$ cat src/rtl/data_reg_queue.sv
// data_reg_queue
// --------------
// DEPTH-entry, WIDTH-bit first-word-fall-through queue between the memory
// data bus (push side) and the S8SP datapath (pop side). It replaces the
// original single 8-bit data register.
//
// Optional feature: define DRQ_LEVEL_EN to add the level / almost_full ports.
//
// Ports:
//   clk          rising-edge clock for all state
//   reset        synchronous, active-high; clears pointers, count, storage, flags
//   load_dr      push request (data_on_dr written when accepted)
//   data_on_dr   push data
//   pop_dr       pop request (head consumed when accepted)
//   flush        synchronous clear of pointers/count; storage and flags kept
//   clr_err      clears sticky overflow/underflow
//   dr_on_data   head entry, 0 when empty
//   dr_valid     queue non-empty
//   full         queue holds DEPTH entries
//   overflow     sticky: push while full without an accepted pop
//   underflow    sticky: pop while empty
//   level        (DRQ_LEVEL_EN) current occupancy
//   almost_full  (DRQ_LEVEL_EN) occupancy >= DEPTH-1

module data_reg_queue #(
    parameter int WIDTH = 8,
    parameter int DEPTH = 4,
    parameter int AW    = 2
) (
    input  logic             clk,
    input  logic             reset,
    input  logic             load_dr,
    input  logic [WIDTH-1:0] data_on_dr,
    input  logic             pop_dr,
    input  logic             flush,
    input  logic             clr_err,
    output logic [WIDTH-1:0] dr_on_data,
    output logic             dr_valid,
    output logic             full,
    output logic             overflow,
`ifdef DRQ_LEVEL_EN
    output logic             underflow,
    output logic [AW:0]      level,
    output logic             almost_full
`else
    output logic             underflow
`endif
);

    localparam logic [AW:0] L_DEPTH   = (AW+1)'(DEPTH);
    localparam logic [AW:0] L_DEPTHM1 = (AW+1)'(DEPTH - 1);

    logic [WIDTH-1:0] r_mem [DEPTH];
    logic [AW-1:0]    r_wr_ptr;
    logic [AW-1:0]    r_rd_ptr;
    logic [AW:0]      r_count;
    logic             r_overflow;
    logic             r_underflow;

    logic             w_valid;
    logic             w_full;
    logic             w_pop_acc;
    logic             w_push_acc;
    logic             w_ovf_set;
    logic             w_unf_set;

    always_comb begin
        w_valid    = (r_count != '0);
        w_full     = (r_count == L_DEPTH);
        w_pop_acc  = pop_dr & w_valid;
        // A pop in the same cycle frees the head slot, so a full queue can
        // still accept the push.
        w_push_acc = load_dr & (~w_full | w_pop_acc);
        w_ovf_set  = load_dr & w_full & ~w_pop_acc;
        w_unf_set  = pop_dr & ~w_valid;
    end

    always_ff @(posedge clk) begin
        if (reset) begin
            r_wr_ptr    <= '0;
            r_rd_ptr    <= '0;
            r_count     <= '0;
            r_overflow  <= 1'b0;
            r_underflow <= 1'b0;
            for (int unsigned i = 0; i < DEPTH; i++) begin
                r_mem[i] <= '0;
            end
        end else if (flush) begin
            // Requests are dropped silently and error flags are frozen.
            r_wr_ptr <= '0;
            r_rd_ptr <= '0;
            r_count  <= '0;
        end else begin
            if (w_push_acc) begin
                r_mem[r_wr_ptr] <= data_on_dr;
                r_wr_ptr        <= r_wr_ptr + 1'b1;
            end
            if (w_pop_acc) begin
                r_rd_ptr <= r_rd_ptr + 1'b1;
            end
            case ({w_push_acc, w_pop_acc})
                2'b10:   r_count <= r_count + 1'b1;
                2'b01:   r_count <= r_count - 1'b1;
                default: r_count <= r_count;
            endcase
            // Set event takes priority over clr_err.
            if (w_ovf_set)    r_overflow <= 1'b1;
            else if (clr_err) r_overflow <= 1'b0;
            if (w_unf_set)    r_underflow <= 1'b1;
            else if (clr_err) r_underflow <= 1'b0;
        end
    end

    always_comb begin
        dr_valid   = w_valid;
        full       = w_full;
        overflow   = r_overflow;
        underflow  = r_underflow;
        dr_on_data = w_valid ? r_mem[r_rd_ptr] : '0;
    end

`ifdef DRQ_LEVEL_EN
    always_comb begin
        level       = r_count;
        almost_full = (r_count >= L_DEPTHM1);
    end
`endif

endmodule

$ cat config.mk
export PLATFORM = sky130hd
export DESIGN_NAME = data_reg_queue
export DESIGN_NICKNAME = d
export VERILOG_FILES = /design/src/rtl/data_reg_queue.sv
export SDC_FILE = /design/constraint.sdc
export NUM_CORES = 1
export LEC_CHECK = 0
export ABC_AREA = 0
export BUFFER_PORTS_ARGS = -buffer_cell sky130_fd_sc_hd__buf_4
export CORE_ASPECT_RATIO = 2
export CORE_MARGIN = 1.5
export CORE_UTILIZATION = 57
export CTS_BUF_LIST = sky130_fd_sc_hd__clkbuf_4 sky130_fd_sc_hd__clkbuf_8 sky130_fd_sc_hd__clkbuf_16
export DETAILED_ROUTE_END_ITERATION = 8
export PLACE_DENSITY = 0.78
export SLEW_MARGIN = 25
export SYNTH_ARGS = -nofsm -noshare
export SYNTH_HDL_FRONTEND = slang
export SYNTH_SLANG_ARGS = --single-unit
export TNS_END_PERCENT = 30
$ cat constraint.sdc
create_clock -name clk -period 2.95 [get_ports clk]
set_clock_uncertainty 0.15 [all_clocks]
set_input_delay 0.295 -clock clk [delete_from_list [all_inputs] [get_ports clk]]
set_output_delay 0.295 -clock clk [all_outputs]
set_load 0.02 [all_outputs]
# Yosys cells after proc, flatten, opt, wreduce, memory -nomap -nowiden
# Memories as Yosys holds them, arrays and structs flattened. A register that Yosys moved wholly into a read port is not among the register bits.
# Cells that the tools add are included.
[word_totals]
ff_bits = 9
mem_bits_rw = 32
romBits = 0
out_inout_bits = 12
latchBits = 0
memories = 1
wordCells = 47
[classes]
shift = 0
mul = 0
bitwise = 10
n_eq_ne = 3
reduce_logical = 8
muxes = 16
addsub = 4
n_lt_le_gt_ge = 0
div_mod_pow = 0
[memory_table]
columns = ["memory", "words", "width", "read_ports", "rd_ports_with_merged_regs", "write_ports", "line_no", "text"]
rows = [
  ["r_mem", 4, 8, 1, 1, 4, "53", "logic [WIDTH-1:0] r_mem [DEPTH];"],
]
[ops]
columns = ["cell", "count"]
rows = [
  ["8-bit 2-to-1 mux", 2],
  ["1-bit 2-to-1 mux", 10],
  ["8-bit OR reduction", 1],
  ["2-bit 2-to-1 mux", 3],
  ["3-bit one-hot mux with 2 select lines", 1],
  ["2-bit nonzero test", 3],
  ["1-bit bitwise AND", 5],
  ["2-bit by 1-bit adder with 2-bit output, second input constant", 2],
  ["1-bit NOT", 4],
  ["2-bit AND reduction", 2],
  ["3-bit by 1-bit adder with 3-bit output, second input constant", 1],
  ["3-bit == test, second input constant", 1],
  ["3-bit nonzero test", 1],
  ["3-bit by 1-bit subtractor with 3-bit output, second input constant", 1],
  ["2-bit by 1-bit == test with 1-bit output, second input constant", 1],
  ["2-bit == test, second input constant", 1],
  ["2-bit OR reduction", 1],
  ["1-bit bitwise OR", 1],
]

# Longest topological paths before layout
[depth]
ltp_word = 10
depth_mapped = 8

# Worst setup path before layout
# Ideal clock, no wire load.
[synth_path]
path_kind = "register to register"
start = "register r_count[0]"
end = "register r_count[2]"
required_ps = 2730
arrival_ps = 2222
stages_incl_launch_ff = 9
slack_ps = 508
setup_time_ps = 70
cell_sequence = "dfxtp_1 buf_2 nor3_1 inv_1 nand3_1 fa_1 or4b_2 o311a_1 a21oi_1"
[synth_between]
elab_chain_cells = 6
elab_cells_between_ends = 12
[synth_rtl]
columns = ["item", "line_no", "text"]
rows = [
  ["from (decl)", "56", "logic [AW:0] r_count;"],
  ["from (signal assigned)", "102", "2'b10: r_count <= r_count + 1'b1;"],
  ["from (signal assigned)", "103", "2'b01: r_count <= r_count - 1'b1;"],
  ["from (signal assigned)", "104", "default: r_count <= r_count;"],
  ["3-bit nonzero test (*)", "68", "w_valid = (r_count != '0);"],
  ["net dr_valid", "38", "output logic dr_valid,"],
  ["1-bit bitwise AND (*)", "70", "w_pop_acc = pop_dr & w_valid;"],
  ["1-bit bitwise OR", "73", "w_push_acc = load_dr & (~w_full | w_pop_acc);"],
  ["1-bit bitwise AND", "73", ""],
  ["2-bit by 1-bit == test with 1-bit output / 2-bit == test (equally long branches)", "101", "case ({w_push_acc, w_pop_acc})"],
  ["3-bit one-hot mux with 2 select lines / 2-bit nonzero test (equally long branches)", "-", ""],
]
# Mark *: on every way through the listed nets, which the timed path passes. The rest lies on a longest branch.
# A chain may end at the register's enable or synchronous reset.

# Final worst setup path
[layout_path]
start = "register r_count[0]"
end = "register r_count[2]"
[layout_between]
elab_chain_cells = 6
elab_cells_between_ends = 12
[layout_rtl]
columns = ["item", "line_no"]
rows = [
  ["3-bit nonzero test / 3-bit == test (equally long branches)", "68, 69"],
  ["1-bit bitwise AND / 1-bit NOT (equally long branches)", "70, 73"],
  ["1-bit bitwise OR", "73"],
  ["1-bit bitwise AND", "73"],
  ["2-bit by 1-bit == test with 1-bit output / 2-bit == test (equally long branches)", "101"],
  ["3-bit one-hot mux with 2 select lines / 2-bit nonzero test (equally long branches)", "-"],
]
# Several ways; a longest one is shown, not always the timed one.

==> flow_summary.json <==
{
  "mostFrequentLayoutCell": "and2_1",
  "cts_tree": "built",
  "top_level_ports": 26,
  "fin_nets": 206,
  "clk_path_buf_depth": 2,
  "required_ps": 3030,
  "synth_fa_ha_area_frac": 0.00940,
  "grt_max_degree": 16,
  "power_density_nw_per_um2": 474,
  "firstDrtPassIters": 4,
  "power.total_mw": 1.17,
  "hp-class": "in2reg",
  "diodes": 0,
  "yosysUniqueCellTypes": 41,
  "ctsHoldBuffers": 0,
  "p_leak_nw": 0.929,
  "hold_viol_final": 0,
  "h-tree-depth": 2,
  "avgRoutedWirePerCell_um": 17.1,
  "rsz0062_at_grt": "false",
  "path_class": "reg2reg",
  "synth-seq-cells": 43,
  "clk_pin_slew_worst_paths_ps": 80,
  "dp_hpwl_um": 3090,
  "avgViaCountPerCell": 5.66,
  "maxSlewViolCount": 0,
  "cp-end-kind": "flip-flop",
  "syn_to_final_growth_pct": 15.3,
  "numCtsBuffers": 5,
  "cp_max_fo": 12,
  "yosys-top-cells-area": "edfxtp_1 (45%), dfxtp_1 (10%), and2_1 (9.7%), mux4_2 (8.5%), and2b_1 (1.8%)",
  "maxCapViolCount": 0,
  "fill_cells": 289,
  "pre_cts_ws_ps": 601,
  "std_cell_rows": 31,
  "grt_pass1_vias": 1391,
  "synth_top_family_by_area": "simple AND/OR/NAND/NOR gates",
  "antenna_found_initial": 0,
  "drtIter0Drc": 44,
  "via_count": 1363,
  "dieArea_um2": 4140,
  "synthesis.area_um2": 2130,
  "numPortBuffers": 25,
  "outcome": "finished clean",
  "die_x_um": 46.2,
  "syn_area_per_cell_um2": 13.2,
  "yosys_warnings": 0,
  "synth_xor_area_frac": 0.0164,
  "period_minus_slack_ps": 2370,
  "synth_compound_area_frac": 0.0658,
  "ir_drop_uv": 372,
  "ys_async_sr_fraction": 0,
  "setup_viol": 0,
  "postRouteAntennaNets": 0,
  "yosysTopAreaCellShare": 0.451,
  "final_cell_mix": "and2_1 (33), edfxtp_1 (32), buf_4 (30)",
  "yosys.area.top_type": "edfxtp_1",
  "synth_simple_gate_area_frac": 0.232,
  "setup_slack_ps": 575,
  "start_kind": "flip-flop",
  "seq_area_frac_synth": 0.554,
  "fin_util": 0.681,
  "cts.repair.resized": 0,
  "synth.net_count": 177,
  "cts_setup_buffers": 0,
  "synth_cells": 162,
  "cts_root_buffer": "clkbuf_8",
  "muxShareOfSynthArea": 0.0846,
  "min_period_over_period": 0.805,
  "max_freq_mhz": 421,
  "die_h_um": 89.5,
  "maxSlewHeadroom": 0.427,
  "gp_congestion": 0.811,
  "fin_tns_setup_ps": 0,
  "drc_errors": 0,
  "synth_edf_count": 32,
  "clock_sinks": 43,
  "grt_pass1_wl_um": 6360,
  "initial_utilization": 0.591,
  "drive_gt1_frac": 0.297,
  "routed_wl_um": 4120,
  "grt_use_total": 0.225,
  "clock_latency_ps": 290,
  "critPathArrivalTime_ps": 2450,
  "overflow": 0,
  "tightestPinTransition_ps": 853,
  "core_um2": 3610,
  "whs_ps": 24.2,
  "synth_ff_type": "edfxtp_1"
}
-- worst paths after layout --
path	startpoint	end	slack, ps	cells past startpoint
setup / recovery	r_count[0]	r_count[2]	580	7
hold / removal	reset	overflow	20	2
setup reg to reg	r_count[0]	r_count[2]	580	7
hold reg to reg	overflow	overflow	360	2
-- Yosys cell counts, drive strengths merged (4+ instances only) --
master   n
edfxtp  32
nor2     6
o31ai    4
a21oi    4
mux4     8
nand3    5
dfxtp   11
inv      8
and2    33
buf      6
and2b    5
-- cells by family (layout without fill, tap and decap cells) --
| logic type | after synthesis | count (layout) |
|---|---|---|
| compound gates | 19 | 19 |
| flops | 43 | 43 |
| mux | 8 | 8 |
| simple gates | 71 | 71 |
| fa+ha+maj | 1 | 1 |
| buf+inv | 16 | 46 |
| xor+xnor | 4 | 4 |
-- layout make-up --
type	count	area (um2)	area share
Clock buffer	6	76.3	0.0311
Tap cell	49	61.3	0.0250
Sequential cell	43	1180	0.481
Clock inverter	2	12.5	0.00509
Multi-Input combinational cell	103	870	0.354
Timing Repair Buffer	30	225	0.0917
Inverter	8	30.0	0.0122
-- routing by layer --
metal  track usage  wire length, um  up-vias  share of wire
met2         0.423             2480       38           0.60
met5             0                0        -              0
met1         0.203             1380      660           0.33
met4         0.148              131        0          0.032
met3        0.0323              134       13          0.033
li1              -                -      652              -
-- sequential cells by signal, indices dropped and copies added (netlist names), named ones only --
signal,cells
overflow,1
r_count,3
r_mem,32
r_rd_ptr,2
r_wr_ptr,2
underflow,1
-- worst max-delay path: stages, from the launching register on --
cell     delay, ps
dfxtp_1        560
nor3_1         120
inv_1          100
nand3_1         90
fa_1           420
or4b_2         620
o311a_1        130
a21oi_1        130
-- per-stage QoR --
stage | cells | cell area, um2
2_1_floorplan | 162 | 2130
3_3_place_gp | 233 | 2370
3_5_place_dp | 233 | 2370
4_1_cts | 241 | 2460
5_1_grt | 241 | 2460
6_report | 241 | 2460
-- report_power, final --
group          internal [mW]  switching, mW
registers              0.673         0.0116
logic                 0.0530         0.0619
clock network          0.175          0.191
Note: power is estimated with default switching activity, not from simulation.
